==> config.mk <==
export PLATFORM = sky130hd
export DESIGN_NAME = button_bank
export DESIGN_NICKNAME = d
export VERILOG_FILES = /design/src/rtl/tamagotchi_pkg.sv /design/src/rtl/button_channel.sv /design/src/rtl/button_bank.sv
export SDC_FILE = /design/constraint.sdc
export NUM_CORES = 1
export LEC_CHECK = 0
export ABC_CLOCK_PERIOD_IN_PS = 2190
export CORE_MARGIN = 2
export CORE_UTILIZATION = 55
export DETAILED_ROUTE_END_ITERATION = 8
export GPL_TIMING_DRIVEN = 0
export PLACE_DENSITY_LB_ADDON = 0.08
export SYNTH_ARGS = -nofsm -noshare
export SYNTH_HDL_FRONTEND = slang
export SYNTH_HIERARCHICAL = 1
export SYNTH_SLANG_ARGS = --single-unit
==> constraint.sdc <==
create_clock -name clk -period 2.19 [get_ports clk]
set_input_delay 0.3285 -clock clk [delete_from_list [all_inputs] [get_ports clk]]
set_output_delay 0.3285 -clock clk [all_outputs]
set_load 0.01 [all_outputs]
==> src/rtl/tamagotchi_pkg.sv <==
// Shared constants for the Tamagotchi top level: button channel map, pin polarity
// and timing derived from the system clock.
package tamagotchi_pkg;

  localparam int unsigned CLK_HZ   = 50_000_000;
  localparam int unsigned N_CH_DEF = 5;

  localparam int unsigned CH_SLEEP = 0;
  localparam int unsigned CH_FEED  = 1;
  localparam int unsigned CH_PLAY  = 2;
  localparam int unsigned CH_TEST  = 3;
  localparam int unsigned CH_RST   = 4;

  localparam logic [N_CH_DEF-1:0] ACTIVE_LOW_MASK_DEF = 5'b00110;

  // 20 ms debounce window, 1 s long-press threshold
  localparam int unsigned DB_CYC_DEF   = CLK_HZ / 50;
  localparam int unsigned LONG_CYC_DEF = CLK_HZ;

  typedef enum logic [1:0] {
    StIdle,
    StPressed,
    StHeld
  } btn_state_e;

endpackage

==> src/rtl/button_channel.sv <==
// One pushbutton channel: 2-FF synchroniser, polarity fix, debounce, press/release/long
// classification and a press counter.
module button_channel
  import tamagotchi_pkg::*;
#(
  parameter int unsigned DB_CYC     = DB_CYC_DEF,
  parameter int unsigned LONG_CYC   = LONG_CYC_DEF,
  parameter int unsigned CNT_W      = 4,
  parameter bit          CNT_WRAP   = 1'b1,
  parameter bit          ACTIVE_LOW = 1'b0
) (
  input  logic             clk_i,
  input  logic             rst_i,
  input  logic             btn_i,
  input  logic             cnt_clr_i,
  output logic             level_o,
  output logic             press_o,
  output logic             release_o,
  output logic             long_o,
  output logic [CNT_W-1:0] cnt_o
);

  localparam int unsigned      DbW      = $clog2(DB_CYC);
  localparam int unsigned      HoldW    = $clog2(LONG_CYC);
  localparam logic [DbW-1:0]   DbLast   = DbW'(DB_CYC - 1);
  localparam logic [HoldW-1:0] HoldLast = HoldW'(LONG_CYC - 1);

  logic             sync1_q, sync2_q, s;
  logic [DbW-1:0]   db_cnt_q, db_cnt_d;
  logic             level_q, level_d;
  btn_state_e       state_q, state_d;
  logic [HoldW-1:0] hold_q, hold_d;
  logic [CNT_W-1:0] cnt_q, cnt_d, cnt_base;

  // Synchroniser resets to the released pin level so s starts at 0
  always_ff @(posedge clk_i) begin
    if (rst_i) begin
      sync1_q  <= ACTIVE_LOW;
      sync2_q  <= ACTIVE_LOW;
      db_cnt_q <= '0;
      level_q  <= 1'b0;
      state_q  <= StIdle;
      hold_q   <= '0;
      cnt_q    <= '0;
    end else begin
      sync1_q  <= btn_i;
      sync2_q  <= sync1_q;
      db_cnt_q <= db_cnt_d;
      level_q  <= level_d;
      state_q  <= state_d;
      hold_q   <= hold_d;
      cnt_q    <= cnt_d;
    end
  end

  assign s = sync2_q ^ ACTIVE_LOW;

  always_comb begin
    db_cnt_d = '0;
    level_d  = level_q;
    if (s != level_q) begin
      if (db_cnt_q == DbLast) begin
        level_d = ~level_q;
      end else begin
        db_cnt_d = db_cnt_q + 1'b1;
      end
    end
  end

  // Release has priority over the long-press threshold in the same cycle
  always_comb begin
    state_d   = state_q;
    hold_d    = hold_q;
    press_o   = 1'b0;
    release_o = 1'b0;
    long_o    = 1'b0;
    case (state_q)
      StIdle: begin
        if (level_q) begin
          press_o = 1'b1;
          state_d = StPressed;
          hold_d  = '0;
        end
      end
      StPressed: begin
        if (!level_q) begin
          release_o = 1'b1;
          state_d   = StIdle;
        end else if (hold_q == HoldLast) begin
          long_o  = 1'b1;
          state_d = StHeld;
        end else begin
          hold_d = hold_q + 1'b1;
        end
      end
      StHeld: begin
        if (!level_q) begin
          release_o = 1'b1;
          state_d   = StIdle;
        end else if (hold_q != '1) begin
          hold_d = hold_q + 1'b1;
        end
      end
      default: state_d = StIdle;
    endcase
  end

  // Clear is applied before counting so a coinciding press is kept
  always_comb begin
    cnt_base = cnt_clr_i ? '0 : cnt_q;
    cnt_d    = cnt_base;
    if (press_o) begin
      if (cnt_base != '1) begin
        cnt_d = cnt_base + 1'b1;
      end else if (CNT_WRAP) begin
        cnt_d = '0;
      end
    end
  end

  assign level_o = level_q;
  assign cnt_o   = cnt_q;

endmodule

==> src/rtl/button_bank.sv <==
// N-channel pushbutton conditioner between the board pins and FSM_Central; one
// independent button_channel per input.
module button_bank
  import tamagotchi_pkg::*;
#(
  parameter int unsigned          N_CH            = N_CH_DEF,
  parameter logic [N_CH-1:0]      ACTIVE_LOW_MASK = N_CH'(ACTIVE_LOW_MASK_DEF),
  parameter int unsigned          DB_CYC          = DB_CYC_DEF,
  parameter int unsigned          LONG_CYC        = LONG_CYC_DEF,
  parameter int unsigned          CNT_W           = 4,
  parameter bit                   CNT_WRAP        = 1'b1
) (
  input  logic                    clk,
  input  logic                    rst,
  input  logic [N_CH-1:0]         btn_in,
  input  logic [N_CH-1:0]         cnt_clr,
  output logic [N_CH-1:0]         level,
  output logic [N_CH-1:0]         press_pulse,
  output logic [N_CH-1:0]         release_pulse,
  output logic [N_CH-1:0]         long_pulse,
  output logic [N_CH*CNT_W-1:0]   press_cnt
);

  for (genvar i = 0; i < N_CH; i++) begin : g_ch
    button_channel #(
      .DB_CYC     (DB_CYC),
      .LONG_CYC   (LONG_CYC),
      .CNT_W      (CNT_W),
      .CNT_WRAP   (CNT_WRAP),
      .ACTIVE_LOW (ACTIVE_LOW_MASK[i])
    ) u_ch (
      .clk_i      (clk),
      .rst_i      (rst),
      .btn_i      (btn_in[i]),
      .cnt_clr_i  (cnt_clr[i]),
      .level_o    (level[i]),
      .press_o    (press_pulse[i]),
      .release_o  (release_pulse[i]),
      .long_o     (long_pulse[i]),
      .cnt_o      (press_cnt[i*CNT_W +: CNT_W])
    );
  end

endmodule

After elaboration in Yosys (flattened, before gate mapping) --
Index checks and enable logic that the tools add are counted.
Storage, ports and cells: output and inout bits 40, flip-flop bits (word level) 275
Operators by class: add/sub/neg operators 15, eq/ne operators 70, muxes and demuxes 105, bitwise operators 12, reduce and logical (&&, ||, !) cells 35
Operators with widths (count):
- two-way mux 26 bit | 25
- case mux 26 bit (3 select lines) | 5
- adder 26 x 1 -> 26 bit, second input constant | 5
- == test 26 bit, second input constant | 5
- != test 26 bit, second input constant | 5
- adder 20 x 1 -> 20 bit, second input constant | 5
- == test 20 bit, second input constant | 5
- two-way mux 4 bit | 15
- two-way mux 2 bit | 20
- != test 2 x 1 -> 1 bit, second input constant | 20
- two-way mux 1 bit | 35
- case mux 2 bit (3 select lines) | 5
- AND reduction 6 bit | 5
- adder 4 x 1 -> 4 bit, second input constant | 5
- != test 2 bit, second input constant | 10
- != test 4 bit, second input constant | 5
- != test 3 bit, second input constant | 5
- AND reduction 3 bit | 5
- nonzero test 3 bit | 5
- OR reduction 3 bit | 5
- inverter 1 bit | 12
- == test 2 x 1 -> 1 bit, second input constant | 5
- == test 2 bit, second input constant | 5
- logical NOT 2 bit | 5
- 3 further kinds | 15

Longest topological paths before layout --
word-level depth 4, depth in mapped cells 10, mapped depth without buffers 8

Hierarchy --
Netlist, hierarchy kept.
By module, submodules not included:
- button_channel at g_ch[0].u_ch | area an instance 3060.4 µm², cells an instance 361, times used 1
- button_channel at g_ch[2].u_ch | area an instance 3014.1 µm², cells an instance 362, times used 1
- button_channel at g_ch[3].u_ch | area an instance 2936.6 µm², cells an instance 351, times used 1
- button_channel at g_ch[1].u_ch | area an instance 2934.1 µm², cells an instance 352, times used 1
- button_channel at g_ch[4].u_ch | area an instance 2802.7 µm², cells an instance 344, times used 1

Least setup slack after synthesis --
No wires, ideal clock.
path type reg-to-reg, start point register g_ch[2].u_ch.state_q[0], end point register g_ch[2].u_ch.hold_q[10], cell stages (with the launch flop) 10, library setup time 0.117 ns, path buffers 2, required time 2.073 ns, arrival time 2.130 ns, slack -0.058 ns, cells stage by stage dfxtp_1 inv_1 ha_1 or3_1 a21oi_1 o21a_1 buf_2 clkbuf_1 nand3_1 a32o_1
Between the ends: cells in the longest elaborated chain, start to end 3, elaborated cells between the ends (all ways) 11, classes of those cells eq/ne: 7; mux: 1; reduce/logical: 3
RTL lines:
- start: declaration | RTL line button_channel.sv:31 | btn_state_e state_q, state_d;
- start signal: assignment | RTL line button_channel.sv:42 | state_q <= StIdle;
- start signal: assignment | RTL line button_channel.sv:50 | state_q <= state_d;
- == test 2 bit (tied with other cells) | RTL line button_channel.sv:77 | case (state_q)
- != test 2 x 1 -> 1 bit (no source line) (tied with other cells)
- AND reduction 6 bit (no source line)
- end signal: assignment | RTL line button_channel.sv:51 | hold_q <= hold_d;
- end: declaration | RTL line button_channel.sv:32 | logic [HoldW-1:0] hold_q, hold_d;
Several ways; a longest one is shown, not always the timed one. A chain may end at the register's enable or synchronous reset.

Worst setup path after layout --
start point register g_ch[3].u_ch.hold_q[16], end point output long_pulse[3]
Between the ends: cells in the longest elaborated chain, start to end 4
RTL lines:
- start: declaration | RTL line button_channel.sv:32
- start signal: assignment | RTL line button_channel.sv:51
- == test 26 bit | RTL line button_channel.sv:89 | end else if (hold_q == HoldLast) begin
- two-way mux 1 bit | RTL line button_channel.sv:89
- two-way mux 1 bit | RTL line button_channel.sv:86 | if (!level_q) begin
- two-way mux 1 bit | RTL line button_channel.sv:77
- end: declaration | RTL line button_bank.sv:20 | output logic [N_CH-1:0] long_pulse,
Every way passes these cells.

==> results.toml <==
[worst_setup_path]
critPathMaxStageDelay_ps = 560
critical_path_required_ps = 1860
critical_path_class = "reg -> out"
crit_path_end_kind = "primary output"
cp_max_fo = 2
critical_path.startpoint_type = "flop"
worstPathArrival_ps = 2290
path_cells = "or4b_1 > or4_4 > nor2_4 > and2_1 > buf_2"
slowest_stage = "or4_4"

[synth]
synth_cell_type_count = 83
yosys_warnings = 6
synth_area_um2 = 14700
postSynthCellCount = 1770
ys_top_cells_by_area = "dfxtp_1 37%, nand3_1 5.2%, a32o_1 5.0%"
ys_ff_latch = 275
ys_async_sr_fraction = 0
post-synth-top-count-cell = "dfxtp_1"
ys.flop_type = "dfxtp_1"
syn_nets = 1815
yosysTopAreaCell = "dfxtp_1"
ys_seq_area_frac = 0.373
ys_top_cells_by_count = "275 x dfxtp_1, 164 x nor2_1, 152 x nand3_1, 138 x nand2_1, 74 x a32o_1"
synth.top_cell.area_share = 0.373
avgSynthCellArea_um2 = 8.33
synth_edf_count = 0

[sta]
worst_slack_ps = -432
hold_violations = 0
finalCriticalPeriod_ps = 2620
min_period_over_period = 1.20
rsz0062_at_grt = "true"
holdWs_ps = 230
fmax_mhz = 381
slew_violations = 0
max_slew.worst_pin.slew_ps = 930
setup_violations = 39
relSlewSlack = 0.374
final.setup.tns_ps = -6830
finalClockSkew_ps = 11.0

[placed_design]
gp_congestion = 0.921
dpl_cell_area_um2 = 15700
io_buffers = 50
dp_hpwl_um = 23800

[grt]
gr-total-overflow = 0
grt_pass1_vias = 13100
track_usage = 0.256
grt_max_degree = 20
antenna_found_initial = 0
grt_pass1_wl_um = 62300

[outcome]
status = "finished with violations"
failed_checks = "negative setup slack"

[die]
start_util = 0.563
num_rows = 59
die_w_um = 168
die_h_um = 168
fp.dieArea_um2 = 28100
coreArea_um2 = 26200
io_pins = 52

[power_and_ir_drop]
p_per_area_nw_per_um2 = 588
vdd_drop_max_uv = 516
power_leakage_nw = 6.04

[clock_network]
cts_tree = "built"
clk-insertion-delay-late_ps = 550
h-tree-depth = 1
cts_buffer_depth = 3
path_clk_slew_ps = 60
cts_inserted_buffers = 30
cts_hold_buffers = 0
cts_num_sinks = 275
cts_root_buffer = "clkbuf_16"

[layout]
nets = 1957
area_growth_pct = 22.6
drive_above_1_share = 0.181
final_area_um2 = 18100
n_antenna_cell = 0

[flow_run]
maxCapViolCount = 0

[worst_hold_path]
hp-class = "in -> reg"

[detailed_routing]
initialDrtViolationCount = 1175
wl_um = 37800
wire_per_inst_um = 16.6
drc_errors = 0
vias_per_cell = 6.20
ant_nets = 0
dr.pass1.iters = 6
route.vias.total = 14100
repair_timing:
action / CTS / global route
endpoints found under the setup margin: 154 / 156
pin swaps: 47 / 45
resized for setup: 192 / 99
buffers inserted: 50 / 24
gates cloned: 5 / 0
worst max-delay path: cells and delay by family, from the launching register on:
family                 cells  cell delay, ps
buffers and inverters      1             120
flip-flops                 1             340
AND/OR/NAND/NOR            4            1290
placed cells by master (no fill, tap or decap), drive strengths merged, types with 10 or more instances in the layout:
| cell | count |
|---|---|
| nand4 | 62 |
| nand3 | 153 |
| xnor2 | 45 |
| nor2b | 19 |
| nor3b | 12 |
| and4 | 31 |
| nand2 | 139 |
| o31ai | 25 |
| nor2 | 168 |
| nor4 | 53 |
| o31a | 12 |
| a32o | 74 |
| or2 | 10 |
| or3 | 37 |
| or4 | 11 |
| inv | 52 |
| buf | 119 |
| a31oi | 18 |
| o211ai | 20 |
| clkbuf | 91 |
| a21oi | 63 |
| and3 | 33 |
| xor2 | 60 |
| and2 | 24 |
| ha | 33 |
| nand2b | 13 |
| nor3 | 68 |
| clkdlybuf4s50 | 35 |
| dfxtp | 275 |
| o21ai | 54 |
layer usage:
layer,up-vias,track usage,part of all wire
met5,-,0,0
met4,0,0.0794,0.023
met3,77,0.0305,0.054
met2,461,0.429,0.47
met1,6677,0.346,0.45
li1,6870,-,-
report_power, final:
group	internal [mW]	switching, mW
combinational	0.0795	0.180
sequential	5.00	0.00736
clock	3.29	2.07
path summary, 6_finish.rpt:
check,from,end,slack (ps),cells past startpoint
hold reg to reg,g_ch[1].u_ch/sync1_q$_SDFF_PP1_,g_ch[1].u_ch/sync2_q$_SDFF_PP1_,410,1
setup / recovery,g_ch[3].u_ch/hold_q[16]$_SDFFE_PP0P_,long_pulse[3],-430,5
setup reg to reg,g_ch[3].u_ch/hold_q[16]$_SDFFE_PP0P_,g_ch[3].u_ch/hold_q[17]$_SDFFE_PP0P_,-250,8
hold / removal,rst,g_ch[0].u_ch/level_o$_SDFFE_PP0P_,230,3
logic make-up (layout without fill, tap and decap cells):
family / Yosys count / in the layout / share of synthesized area
compound gates: 324 / 324 / 0.164
xor+xnor: 105 / 105 / 0.0624
fa+ha+maj: 33 / 33 / 0.0280
buf+inv: 161 / 327 / 0.0512
flops: 275 / 275 / 0.373
mux: 6 / 6 / 0.00407
simple gates: 866 / 866 / 0.317
state kept, by name (all words and copies together), names as in the netlist:
register,count
g_ch.u_ch/sync2_q,2
g_ch.u_ch/state_q,10
g_ch.u_ch/s,3
g_ch.u_ch/sync1_q,5
g_ch.u_ch/db_cnt_q,100
g_ch.u_ch/level_o,5
g_ch.u_ch/hold_q,130
g_ch.u_ch/cnt_o,20
layout make-up:
cell class,instances,area (µm²)
well taps,335,419
repair buffers,125,1130
multi-input cells,1334,9010
clock inverters,14,186
fillers,2077,8120
flip-flops and latches,275,5600
plain buffers,91,622
inverters,55,231
clock buffers,42,887
through the flow:
stage	worst slack, ps	util	power [mW]	instances
3_3_place_gp	-540	0.598	5.37	2155
5_1_grt	-482	0.690	11.0	2271
6_report	-432	0.690	10.6	2271
4_1_cts	-450	0.673	10.8	2253
3_5_place_dp	-533	0.598	5.37	2155
2_1_floorplan	7.27	-	5.28	1770
No activity file was read; power rests on OpenSTA's default activity.
